<file path="config.mk">
export PLATFORM = sky130hd
export DESIGN_NAME = clk_div_bcd7seg
export DESIGN_NICKNAME = d
export VERILOG_FILES = /design/src/rtl/seg7_pkg.sv /design/src/rtl/seg7_decode.sv /design/src/rtl/clk_div_bcd7seg.sv
export SDC_FILE = /design/constraint.sdc
export NUM_CORES = 1
export LEC_CHECK = 0
export ABC_AREA = 1
export CAP_MARGIN = 40
export CORE_MARGIN = 3
export CORE_UTILIZATION = 25
export CTS_CLUSTER_DIAMETER = 200
export DETAILED_ROUTE_END_ITERATION = 6
export HOLD_SLACK_MARGIN = 0.03
export PLACE_DENSITY = 0.47
export SETUP_SLACK_MARGIN = 0.4
export SLEW_MARGIN = 15
export SYNTH_ARGS = -nofsm -noshare
export SYNTH_HDL_FRONTEND = slang
export SYNTH_HIERARCHICAL = 1
export SYNTH_SLANG_ARGS = --single-unit
export TNS_END_PERCENT = 20
</file>
<file path="constraint.sdc">
create_clock -name Clk_50MHz -period 1.25 [get_ports Clk_50MHz]
set_input_delay 0.25 -clock Clk_50MHz [delete_from_list [all_inputs] [get_ports Clk_50MHz]]
set_output_delay 0.25 -clock Clk_50MHz [all_outputs]
set_load 0.05 [all_outputs]
</file>
<file path="src/rtl/seg7_pkg.sv">
// seg7_pkg: active-low 7-segment patterns (bit order a..g) shared by the decoders.
package seg7_pkg;
  typedef logic [0:6] seg7_t;
  localparam seg7_t SEG_0     = 7'b0000001;
  localparam seg7_t SEG_1     = 7'b1001111;
  localparam seg7_t SEG_2     = 7'b0010010;
  localparam seg7_t SEG_3     = 7'b0000110;
  localparam seg7_t SEG_4     = 7'b1001100;
  localparam seg7_t SEG_5     = 7'b0100100;
  localparam seg7_t SEG_6     = 7'b0100000;
  localparam seg7_t SEG_7     = 7'b0001111;
  localparam seg7_t SEG_8     = 7'b0000000;
  localparam seg7_t SEG_9     = 7'b0000100;
  localparam seg7_t SEG_BLANK = 7'b1111111;
endpackage

</file>
<file path="src/rtl/seg7_decode.sv">
// seg7_decode: combinational BCD to active-low 7-segment; non-BCD codes blank the digit.
module seg7_decode
  import seg7_pkg::*;
(
  input  logic [3:0] bcd,
  output seg7_t      display
);
  always_comb begin
    display = SEG_BLANK;
    case (bcd)
      4'd0: display = SEG_0;
      4'd1: display = SEG_1;
      4'd2: display = SEG_2;
      4'd3: display = SEG_3;
      4'd4: display = SEG_4;
      4'd5: display = SEG_5;
      4'd6: display = SEG_6;
      4'd7: display = SEG_7;
      4'd8: display = SEG_8;
      4'd9: display = SEG_9;
      default: display = SEG_BLANK;
    endcase
  end
endmodule

</file>
<file path="src/rtl/clk_div_bcd7seg.sv">
// clk_div_bcd7seg: divides the board clock to a TICK_HZ square wave plus rising-edge tick,
// and drives two 7-segment digits from BCD inputs.
module clk_div_bcd7seg
  import seg7_pkg::*;
#(
  parameter int CLK_HZ  = 50_000_000,
  parameter int TICK_HZ = 1
) (
  input  logic       Clk_50MHz,
  input  logic       rst,
  output logic       Clk_1Hz,
  output logic       tick,
  input  logic [3:0] bcd0,
  input  logic [3:0] bcd1,
  output seg7_t      display0,
  output seg7_t      display1
);
  localparam int HALF = CLK_HZ / (2 * TICK_HZ);
  localparam int CW = HALF > 1 ? $clog2(HALF) : 1;
  if (HALF < 1) begin : g_bad_half
    $error("clk_div_bcd7seg: CLK_HZ/(2*TICK_HZ) must be at least 1");
  end
  localparam logic [CW-1:0] LAST = CW'(HALF - 1);
  logic [CW-1:0] count_q, count_d;
  logic          clk_q, clk_d, tick_q, tick_d;
  logic          wrap;
  always_comb begin
    wrap    = count_q == LAST;
    count_d = wrap ? '0 : count_q + 1'b1;
    clk_d   = wrap ? ~clk_q : clk_q;
    tick_d  = wrap & ~clk_q;
  end
  always_ff @(posedge Clk_50MHz) begin
    if (rst) begin
      count_q <= '0;
      clk_q   <= 1'b0;
      tick_q  <= 1'b0;
    end else begin
      count_q <= count_d;
      clk_q   <= clk_d;
      tick_q  <= tick_d;
    end
  end
  assign Clk_1Hz = clk_q;
  assign tick    = tick_q;
  seg7_decode u_dec0 (.bcd(bcd0), .display(display0));
  seg7_decode u_dec1 (.bcd(bcd1), .display(display1));
endmodule

</file>
==> results.md, run 1 <==
- The detailed-route DRC error count is 0.
- The die boundary width is 90.6 um.
- The final-report max-slew violation count is 0.
- In this run the core area contains 30 standard-cell rows.
- The number of register bits inferred by synthesis is 27.
- The number of global-route vias before repair is 1843.
- For the pin with the worst max-slew slack, the measured transition is 0.277 ns.
- TritonCTS built the clock tree.
- The worst setup path is launched from a flip-flop.
- The floorplan die height is 90.6 um.
- Wire segments on met3 add up to 161 um in the final route.
- The clock buffer count from CTS is 3.
- The post-synthesis sequential area ratio is 0.302.
- The number of diodes added for antenna fixing is 0.
- In the final design database the tool counted 381 nets.
- The library cell with the highest instance count after synthesis is nand2_1.
- The global-route usage over all layers is 0.116.
- In this run, distinct cell masters in the synthesized netlist total 24.
- The share of the synthesized area in compound gates (AO/OA/AOI/OAI) is 0.0307.
- Clock-pin slew was measured on the worst setup and hold paths at 0.10 ns.
- The met2 routed wirelength is 2370 um.
- After detailed routing, the average wire length per cell comes to 10.7 um.
- The maximum clock skew at final layout is 0.00670 ns.
- For this run, asynchronously set or reset flops after synthesis account for 0.
- The DRC marker count from the first detailed-route iteration is 45.
- The later pin in the worst-skew pair is clocked with a latency of 0.28 ns.
- Counting along the longest clock path gives a buffer depth of 2.
- The I/O pin total is 26.
- The commonest register cell after synthesis is dfxtp_1.
- The net count of the mapped netlist is 305.
- The total setup violations reported at the end of the flow is 35.
- STA puts the critical path data required time at 1.43 ns.
- During placement, the flow inserted port buffers numbering 25.
- Summing every instance area after synthesis gives 1790 um^2.
- The ratio of final minimum period to clock period is 1.08.
- For this run, the share of the core covered by cells in the final layout is 0.454.
- The total leakage power is 0.00128 uW.
- Of the total synthesized cell area, the portion taken by AND, OR, NAND and NOR gates is 0.437.
- Entering global routing, the biggest net connects 17 pins.
- Final hold analysis gives a worst-case slack of 0.452 ns.
- STA puts the critical path data arrival time at 1.53 ns.
- The final non-filler cell total is 455.
- In this run the remaining antenna-violating nets after routing total 0.
- The total core area is 6870 um^2.
- Ranked by total cell area, the synthesized netlist is headed by dfxtp_1, nand2_1, nor2_1.
- The synthesized design contains 0 enable-type register cells.
- The peak ir drop on the vdd network is 489 uV.
- The worst hold path class is flip-flop to flip-flop.
- Counting instances in the post-synthesis netlist gives the leading cell types as nand2_1, nor2_1, inv_1, dfxtp_1, nand3_1.
- For this configuration, the core starts out at a cell density of 0.261.
- STA classifies the critical path endpoint as a flip-flop.
- The clock tree root buffer cell is clkbuf_8.
- After layout, the worst setup slack is -0.0973 ns.
- The global-route wire length before repair is 8030 um.
- The instance count of the mapped netlist is 284.
- The die covers 8210 um^2.
- The post-layout total power is 2050 uW.
- The checks that failed: setup timing.
- The total grt overflow is 0.
- In this run the tightest slew margin relative to its limit is 0.815.
- Of the total synthesized cell area, the portion taken by full adders, half adders and majority gates is 0.0769.
- The detailed-routing iteration count for the pre-antenna-repair pass is 6.
- The aggregate routed wire length is 4880 um.
- For this design, the sink count on the clock tree is 27.
- The highest attainable clock frequency is 0.742 GHz.
- Dividing the synthesized area by the synthesized cell count gives 6.30 um^2.
- The met1 wire length is 2300 um.
- The initial antenna violation count was 0.
- In this run the power density over the cells is 657 nW/um^2.
- After synthesis, the largest family of logic cells by area is simple AND/OR/NAND/NOR gates.
- The share of synthesized area in the top cell type comes to 0.302.
- At the end of routability-driven placement, the weighted congestion stood at 0.814.
- The number of maximum-capacitance constraint violations is 0.
- The yosys synthesis warning count is 6.
- By startpoint and endpoint, the worst setup path is classified as flip-flop to flip-flop.
- The depth of the CTS H-tree is 1.
- The flow ran to the end, but the final reports show violations.
- Setup repair after global routing could not meet its margin everywhere.
- dfxtp_1 takes more of the synthesized area than any other cell.
- Of the total synthesized cell area, the portion taken by XOR and XNOR cells is 0.0587.
- The number of hold-slack violations in the final timing report was 0.
- Summed over all nets, the half-perimeter wirelength after detailed placement is 3490 um.
- In the final layout, the share of cells above drive strength 1 is 0.482.
- The time the worst path needs with I/O delays and setup is 1.35 ns.
- With fillers left out, the area of the finished cells amounts to 3120 um^2.
- The highest layer touched by signal routing is met4.
- The area growth from synthesis to layout is 74.1%.
- The count of placed standard cells including taps is 447.
- Along the worst path, the maximum fanout reaches 6.
- In the routed layout, each cell is associated on average with a via count of 4.26.
- The instance area at placement is 2680 um^2.
- The share of cell area taken by muxes after synthesis is 0.
- The routed layout has 1939 vias.
layout make-up:
type	count	area, um^2
Sequential cell	27	564
Tap cell	96	120
Clock inverter	1	7.51
Timing Repair Buffer	73	838
Inverter	37	156
Clock buffer	3	41.3
Multi-Input combinational cell	218	1390
Fill cell	710	3750
flip-flops by register name, indices dropped and copies added (netlist names):
| signal | count |
|---|---|
| count_q | 25 |
| Clk_1Hz | 1 |
| tick | 1 |
logic make-up (layout without fill, tap and decap cells):
family                     count (synthesis)  after routing
and+or+nand+nor                          186            186
AOI/OAI and AO/OA                          9              9
xor gates and xnor gates                  12             12
buffers and inverters                     39            114
adders and majority gates                 11             11
DFF                                       27             27
repair_timing:
item / in CTS / in global routing
buffers inserted: 0 / 3
cloned: 0 / 1
pin swaps: 13 / 15
hold buffers: 0 / 0
endpoints found under the setup margin: 43 / 43
gates resized for setup: 106 / 39
worst max-delay path, stage by stage, from the launching register on:
cell and delay, ns:
dfxtp_4 0.38, ha_4 0.15, nand3_4 0.08, inv_6 0.09, nand2_4 0.05, nor2_4 0.08, nand2_2 0.08, nand2_4 0.12
clkbuf_16 0.16, a21oi_1 0.04
routing by layer:
metal / up-vias / global-route usage
met1: 878 / 0.147
met5: - / 0
met4: 0 / 0.0230
li1: 1021 / -
met2: 34 / 0.208
met3: 6 / 0.0183
per-stage QoR:
stage               setup slack, ns  TNS (ns)
finish                      -0.0973     -1.94
global route                 -0.188     -4.72
CTS                          -0.115     -2.69
detailed placement           -0.535     -9.62
global placement             -0.516     -9.23
floorplan                   -0.0121    -0.204
power breakdown:
group | leakage, uW | internal [uW] | switching (uW)
Clock | 0.0000217 | 227 | 302
Combinational | 0.00103 | 298 | 348
Sequential | 0.000225 | 864 | 9.05
Total | 0.00128 | 1390 | 659
path summary, 6_finish.rpt:
path	start	end	slack [ns]	cells past startpoint
min	count_q[0]$_SDFF_PP0_	count_q[0]$_SDFF_PP0_	0.45	1
max reg2reg	count_q[0]$_SDFF_PP0_	count_q[20]$_SDFF_PP0_	-0.1	9
max	count_q[0]$_SDFF_PP0_	count_q[20]$_SDFF_PP0_	-0.1	9
min reg2reg	count_q[0]$_SDFF_PP0_	count_q[0]$_SDFF_PP0_	0.45	1
layout by cell type (no fill, tap or decap), types with 4 or more instances in the layout:
master   instances
inv_1           23
buf_4           40
xor2_1           8
nand3_1         16
buf_8            4
ha_4             8
inv_2            9
buf_6            5
dfxtp_2         10
nand2_2         23
buf_12          18
nand3_2         11
nor2_2          14
dfxtp_1         14
nor2_1          37
nand2_1         70
xnor2_1          4
Note: power is estimated with default switching activity, not from simulation.
==> inputs of run 2 (changes only) <==
--- a/config.mk
+++ b/config.mk
@@ -12,7 +12,7 @@
 export CTS_CLUSTER_DIAMETER = 200
 export DETAILED_ROUTE_END_ITERATION = 6
 export HOLD_SLACK_MARGIN = 0.03
-export PLACE_DENSITY = 0.47
+export PLACE_DENSITY = 0.48
 export SETUP_SLACK_MARGIN = 0.4
 export SLEW_MARGIN = 15
 export SYNTH_ARGS = -nofsm -noshare
==> run 2 against run 1 <==
  * The run still ends with setup timing left
  * Setup slack got worse by 0.018 ns
  * Sequential power about the same
  * Maximum frequency decreased by 1.3%
  * Register-to-register slack got worse by 0.02 ns
  * Final cell count increased by 0.66%
  * Combinational power about the same
==> results.md, run 2 (synthesized netlist as in run 1, its figures left out) <==
- The relative contribution of sequential cells to total power is 0.430 (+0.004).
- The aggregate routed wire length is 4890 um (+0.14%).
- The combinational group share of total power was 0.319 (+0.004).
- The starting density of the core came to 0.261 (unchanged).
- The number of placement rows is 30 (unchanged).
- The switching share of power is 0.317 (-0.00502).
- The detailed-route DRC error count is 0 (unchanged).
- The worst register-to-register path begins at count_q[0]$_SDFF_PP0_.
- The clock-pin transition on the worst setup and hold timing paths is 0.09 ns (about the same).
- The number of diodes added for antenna fixing came to 0 (unchanged).
- The kind of start point of the critical path is a flip-flop.
- The depth of the CTS H-tree is 1 (unchanged).
- The final reports fail on setup timing.
- The area of all placed cells without fillers is 3170 um^2 (+1.7%).
- Relative to the synthesized area, the layout overhead comes to 77.1%.
- The total setup violations reported at the end of the flow came to 33 (-5.7%).
- The number of maximum-capacitance constraint violations is 0 (unchanged).
- The global routing met3 resource utilization is 0.0175 (-0.000833).
- Setup repair after global routing could not meet its margin everywhere.
- The maximum clock skew at final layout is 0.00727 ns (+0.000569 ns).
- The total grt overflow is 0 (unchanged).
- The global-route usage over all layers is 0.118 (+0.00200).
- The time the worst path needs with I/O delays and setup is 1.37 ns (+0.0178 ns).
- The root buffer cell chosen for the clock tree is clkbuf_8.
- The floorplan die height is 90.6 um (unchanged).
- The met2 layer usage reported by global route came to 0.212 (+0.00432).
- The ratio of final minimum period to clock period is 1.09 (+0.0142).
- The final-stage net count is 384 (+0.79%).
- The total die area is 8210 um^2 (unchanged).
- The critical path start-end classification is flip-flop to flip-flop.
- The total net switching power is 643 uW (-2.3%).
- The number of sinks handled by clock tree synthesis is 27 (unchanged).
- The final-report max-slew violation count came to 0 (unchanged).
- The source-to-sink clock delay at the later pin of the worst-skew pair came to 0.27 ns (about the same).
- The met1 capacity usage during global routing is 0.149 (+0.00284).
- The global-route wire length before repair came to 8250 um (+2.7%).
- The actual slew at the worst max-slew pin came to 0.276 ns (-0.000733 ns).
- The die boundary width is 90.6 um (unchanged).
- The clock tree from TritonCTS is yes.
- The ratio of cells with drive above 1 in the final layout is 0.506 (+0.0236).
- The most flop-heavy register is count_q.
- The detailed-route wire length per cell is 10.7 um (-0.51%).
- The detailed-route via count is 1957 (+0.93%).
- The number of flip-flops under the largest register name is 25 (unchanged).
- The worst setup slack for register-to-register paths is -0.12 ns (-0.02 ns).
- The library cell used most frequently in the layout, excluding fill and tap cells, is nand2_1.
- The total core area came to 6870 um^2 (unchanged).
- The count of placed standard cells including taps is 449 (+0.45%).
- The data required time of the critical path is 1.42 ns (about the same).
- The average vias per placed instance is 4.27 (+0.27%).
- In this run the worst setup path terminates at count_q[11]$_SDFF_PP0_.
- The final non-filler cell total is 458 (+0.66%).
- The DRC marker count from the first detailed-route iteration is 57 (+27%).
- The peak ir drop on the vdd network is 351 uV (-28%).
- The maximum net fanout on the critical path is 8 (+2).
- The cell area power density came to 641 nW/um^2 (-2.4%).
- The worst slack at placement is -0.540 ns (-0.00440 ns).
- The worst hold path class is flip-flop to flip-flop.
- The cell internal power dissipation was 1390 uW (about the same).
- The worst endpoint data arrival time is 1.53 ns (about the same).
- The detailed-routing iteration count for the pre-antenna-repair pass is 4 (-2).
- The largest net degree at the start of global routing was 17 (unchanged).
- The number of cells on the worst reg-to-reg path is 9 (unchanged).
- The final weighted congestion in routability-driven placement is 0.836 (+2.7%).
- The count of input and output buffers is 25 (unchanged).
- The run finished, with violations left.
- The placed wire-length estimate after detailed placement came to 3570 um (+2.3%).
- The remaining max-slew budget at the tightest pin is 0.815 (about the same).
- The clock buffer count from CTS was 3 (unchanged).
- The initial antenna violation count is 0 (unchanged).
- The highest attainable clock frequency is 0.733 GHz (-1.3%).
- The number of global-route vias before repair is 1869 (+1.4%).
- The worst path setup slack after routing is -0.115 ns (-0.0178 ns).
- The smallest hold slack is 0.452 ns (-0.000581 ns).
- The instance area at placement is 2690 um^2 (+0.56%).
- The worst-case clock buffer depth is 2 (unchanged).
- met2 is the most crowded layer.
- The start point of the critical path is count_q[0]$_SDFF_PP0_.
- The number of filler cells placed in the layout is 681 (-4.1%).
- The library cells used most frequently in the layout, excluding fill and tap cells, are nand2_1, buf_4, nor2_1.
- The critical path capture point type is a flip-flop.
- The count of antenna-violating nets left after detailed routing is 0 (unchanged).
- The relative contribution of the clock network to total power was 0.250 (-0.008).
- The I/O pin total is 26 (unchanged).
- The number of hold-slack violations in the final timing report was 0 (unchanged).
- The worst register-to-register path ends at count_q[11]$_SDFF_PP0_.
- The total leakage power is 0.00130 uW (+1.8%).
run 2: cell types whose count changed in the layout (fill, tap and decap cells not counted), sizes merged:
cell | before | now
buf | 69 | 71
clkbuf | 5 | 6
clkinvlp | 1 | 0
clkinv | 0 | 1
run 2: layer usage:
layer / share of wire / wire (um) / vias to the layer above
li1: - / - / 1024
met1: 0.46 / 2240 / 897
met2: 0.50 / 2440 / 34
met3: 0.036 / 175 / 2
met4: 0.0059 / 29 / 0
met5: 0 / 0 / -
run 2: worst min-delay path by stage:
stage | startpoint | to | slack (ns) | cells after the start
2_1_floorplan | rst | tick$_SDFF_PP0_ | 0.40 | 3
3_3_place_gp | count_q[0]$_SDFF_PP0_ | count_q[0]$_SDFF_PP0_ | 0.43 | 1
3_5_place_dp | count_q[0]$_SDFF_PP0_ | count_q[0]$_SDFF_PP0_ | 0.43 | 1
4_1_cts | count_q[0]$_SDFF_PP0_ | count_q[0]$_SDFF_PP0_ | 0.45 | 1
5_1_grt | count_q[0]$_SDFF_PP0_ | count_q[0]$_SDFF_PP0_ | 0.48 | 1
6_report | count_q[0]$_SDFF_PP0_ | count_q[0]$_SDFF_PP0_ | 0.45 | 1
run 2: power groups by stage:
stage / clock (uW) / sequential (uW) / combinational, uW
after global routing: 573 / 877 / 685
after detailed placement: 0 / 898 / 547
after global placement: 0 / 898 / 545
final: 508 / 874 / 649
after CTS: 542 / 879 / 624
after floorplan: 0 / 897 / 268
run 2: layout make-up:
cell class | instances | area (um^2) | area share
clock buffers | 3 | 41.3 | 0.0130
clock inverters | 1 | 5.00 | 0.00158
inverters | 37 | 156 | 0.0493
multi-input cells | 218 | 1420 | 0.448
flip-flops and latches | 27 | 564 | 0.178
well taps | 96 | 120 | 0.0379
repair buffers | 76 | 863 | 0.272
run 2: through the flow:
stage	util	setup TNS [ns]	power, uW
2_1_floorplan	-	-0.204	1170
3_3_place_gp	0.392	-9.17	1440
3_5_place_dp	0.392	-9.51	1450
4_1_cts	0.436	-2.08	2040
5_1_grt	0.462	-4.35	2130
6_report	0.462	-2.30	2030
run 2: what timing repair did:
item / 4_1_cts / 5_1_grt
pin swaps: 19 / 24
setup buffers: 0 / 4
endpoints found under the setup margin: 43 / 43
cloned: 0 / 1
hold buffers: 0 / 0
resized for setup: 111 / 43
run 2: critical path: stages, from the launching register on:
cell and delay (ns):
dfxtp_4 0.38, ha_4 0.15, nand3_4 0.08, inv_6 0.09, nand2_4 0.05, nor2_4 0.11
nand2_2 0.08, nand2_4 0.12, clkbuf_16 0.17, nor2_1 0.04
==> inputs of run 3 (changes only) <==
--- a/config.mk
+++ b/config.mk
@@ -13,7 +13,7 @@
 export DETAILED_ROUTE_END_ITERATION = 6
 export HOLD_SLACK_MARGIN = 0.03
 export PLACE_DENSITY = 0.48
-export SETUP_SLACK_MARGIN = 0.4
+export SETUP_SLACK_MARGIN = 0.1
 export SLEW_MARGIN = 15
 export SYNTH_ARGS = -nofsm -noshare
 export SYNTH_HDL_FRONTEND = slang
==> run 3 against run 2 <==
  * The run still ends with setup timing left
  * Wire length is 0.14% higher
  * Hold slack hardly changed
  * Register-to-register slack hardly changed
  * Final area is 0.16% lower
  * Critical path type unchanged
  * Highest routed layer unchanged
==> results.md, run 3 (synthesized netlist as in run 1, its figures left out) <==
- The detailed-route wire length per cell was 10.7 um (+0.14%).
- The final non-filler cell total came to 458 (unchanged).
- The source-to-sink clock delay at the later pin of the worst-skew pair is 0.27 ns (about the same).
- The largest net degree at the start of global routing is 17 (unchanged).
- The clock buffer count from CTS is 3 (unchanged).
- The kind of start point of the critical path is a flip-flop.
- The total setup violations reported at the end of the flow is 33 (unchanged).
- The post-layout total power is 2030 uW (-0.18%).
- The most common cell type on the critical path is nand2_4.
- Leaving out fill and tap cells, the most frequent cells in the layout are nand2_1, buf_4, nor2_1.
- The number of hold-slack violations in the final timing report is 0 (unchanged).
- The clock-pin transition on the worst setup and hold timing paths is 0.09 ns (about the same).
- The final-report max-slew violation count is 0 (unchanged).
- The start point of the critical path is count_q[0]$_SDFF_PP0_.
- The initial antenna violation count came to 0 (unchanged).
- The aggregate routed wire length was 4890 um (+0.14%).
- The count of input and output buffers is 25 (unchanged).
- The maximum clock skew at final layout is 0.00516 ns (-0.00210 ns).
- The worst-case clock buffer depth is 2 (unchanged).
- The maximum net fanout on the critical path was 8 (unchanged).
- The starting density of the core was 0.261 (unchanged).
- The worst endpoint data arrival time was 1.53 ns (about the same).
- The number of diodes added for antenna fixing came to 0 (unchanged).
- The worst stage delay on the critical path is 0.38 ns (about the same).
- The most flop-heavy register is count_q.
- The number of filler cells placed in the layout is 681 (unchanged).
- The worst slack at placement is -0.540 ns (unchanged).
- The floorplan die height was 90.6 um (unchanged).
- The worst path buffer plus inverter count is 2 (unchanged).
- The clock tree root buffer cell is clkbuf_8.
- The number of flip-flops under the largest register name is 25 (unchanged).
- The total negative slack was -2.35 ns (-0.0446 ns).
- The total core area was 6870 um^2 (unchanged).
- The number of placement rows is 30 (unchanged).
- The time the worst path needs with I/O delays and setup came to 1.36 ns (-0.000140 ns).
- The worst hold path class is flip-flop to flip-flop.
- Broken down by cell family, the worst path's largest delay share belongs to simple AND/OR/NAND/NOR gates.
- The total die area is 8210 um^2 (unchanged).
- The depth of the CTS H-tree is 1 (unchanged).
- The critical path capture point type is a flip-flop.
- The number of maximum-capacitance constraint violations is 0 (unchanged).
- The clock tree from TritonCTS is yes.
- The startpoint identified for the worst register-to-register timing path is count_q[0]$_SDFF_PP0_.
- The peak ir drop on the vdd network is 351 uV (about the same).
- The total grt overflow came to 0 (unchanged).
- The detailed-routing iteration count for the pre-antenna-repair pass is 4 (unchanged).
- Setup repair after global routing could not meet its margin everywhere.
- The critical path goes through ha_4, nand3_4, inv_6, nand2_4, nor2_4, nand2_2, nand2_4, clkbuf_16, nor2_1.
- The die boundary width is 90.6 um (unchanged).
- The data required time of the critical path is 1.42 ns (about the same).
- The ratio of cells with drive above 1 in the final layout was 0.500 (-0.00552).
- The ratio of final minimum period to clock period came to 1.09 (about the same).
- The detailed-route DRC error count is 0 (unchanged).
- The cell area power density came to 641 nW/um^2 (about the same).
- The highest attainable clock frequency is 0.733 GHz (about the same).
- The remaining max-slew budget at the tightest pin was 0.815 (unchanged).
- The DRC marker count from the first detailed-route iteration is 56 (-1.8%).
- The leading cell type in the layout, fill and taps excluded is nand2_1.
- Among all stages on the critical path, the largest delay is contributed by dfxtp_4.
- The area of all placed cells without fillers is 3170 um^2 (-0.16%).
- The instance area at placement came to 2690 um^2 (unchanged).
- The count of placed standard cells including taps is 449 (unchanged).
- The detailed-route via count is 1964 (+0.36%).
- The global-route usage over all layers is 0.118 (unchanged).
- The final weighted congestion in routability-driven placement is 0.836 (unchanged).
- The actual slew at the worst max-slew pin is 0.276 ns (unchanged).
- The worst path setup slack after routing is -0.115 ns (+0.000140 ns).
- From synthesis to final layout, the design area changed by 76.8%.
- The startpoint of the tightest hold check path is count_q[0]$_SDFF_PP0_.
- The run finished, with violations left.
- The total leakage power is 0.00130 uW (-0.10%).
- The checks that failed: setup timing.
- The number of sinks handled by clock tree synthesis is 27 (unchanged).
- The global-route wire length before repair came to 8250 um (unchanged).
- The placed wire-length estimate after detailed placement is 3570 um (unchanged).
- The count of antenna-violating nets left after detailed routing is 0 (unchanged).
- The average vias per placed instance is 4.29 (+0.36%).
- The final-stage net count was 384 (unchanged).
- The number of global-route vias before repair is 1869 (unchanged).
- The critical path is of the flip-flop to flip-flop type.
- The I/O pin total was 26 (unchanged).
==> run 3: changes by cell type in the layout (fill, tap and decap cells not counted) <==
cell	previous run	this run
dfxtp_4	3	2
dfxtp_1	14	16
dfxtp_2	10	9
==> run 3: report_power, final <==
part	leakage, uW	total [uW]	internal, uW	switching (uW)
Combinational	0.00105	649	301	349
Clock	0.0000255	502	223	279
Sequential	0.000224	876	866	10.0
==> run 3: what timing repair did <==
item                                    4_1_cts  5_1_grt
endpoints found under the setup margin       41       41
hold buffers                                  0        0
cloned                                        0        1
gates resized for setup                     109       42
pin swaps                                    19       24
setup buffers                                 0        4
==> run 3: metrics by stage <==
stage,util,hold WS [ns]
floorplan,-,0.403
global placement,0.392,0.429
detailed placement,0.392,0.433
CTS,0.435,0.447
global route,0.461,0.480
finish,0.461,0.452
==> run 3: layout make-up <==
type / count / area (um^2) / area share
multi-input cells: 218 / 1420 / 0.449
repair buffers: 76 / 863 / 0.273
flip-flops and latches: 27 / 559 / 0.177
inverters: 37 / 156 / 0.0494
well taps: 96 / 120 / 0.0379
clock buffers: 3 / 41.3 / 0.0130
clock inverters: 1 / 5.00 / 0.00158
==> run 3: metal layers <==
layer  wire length (um)  GRT usage
met1               2220      0.149
met2               2460      0.212
met3                179     0.0175
met4                 29     0.0230
met5                  0          0
==> run 3: worst paths after layout <==
kind                            depth (start not counted)  slack, ns                      to
worst max register to register                          9      -0.11  count_q[11]$_SDFF_PP0_
worst max-delay path                                    9      -0.11  count_q[11]$_SDFF_PP0_
worst min register to register                          1       0.45   count_q[0]$_SDFF_PP0_
worst min-delay path                                    1       0.45   count_q[0]$_SDFF_PP0_
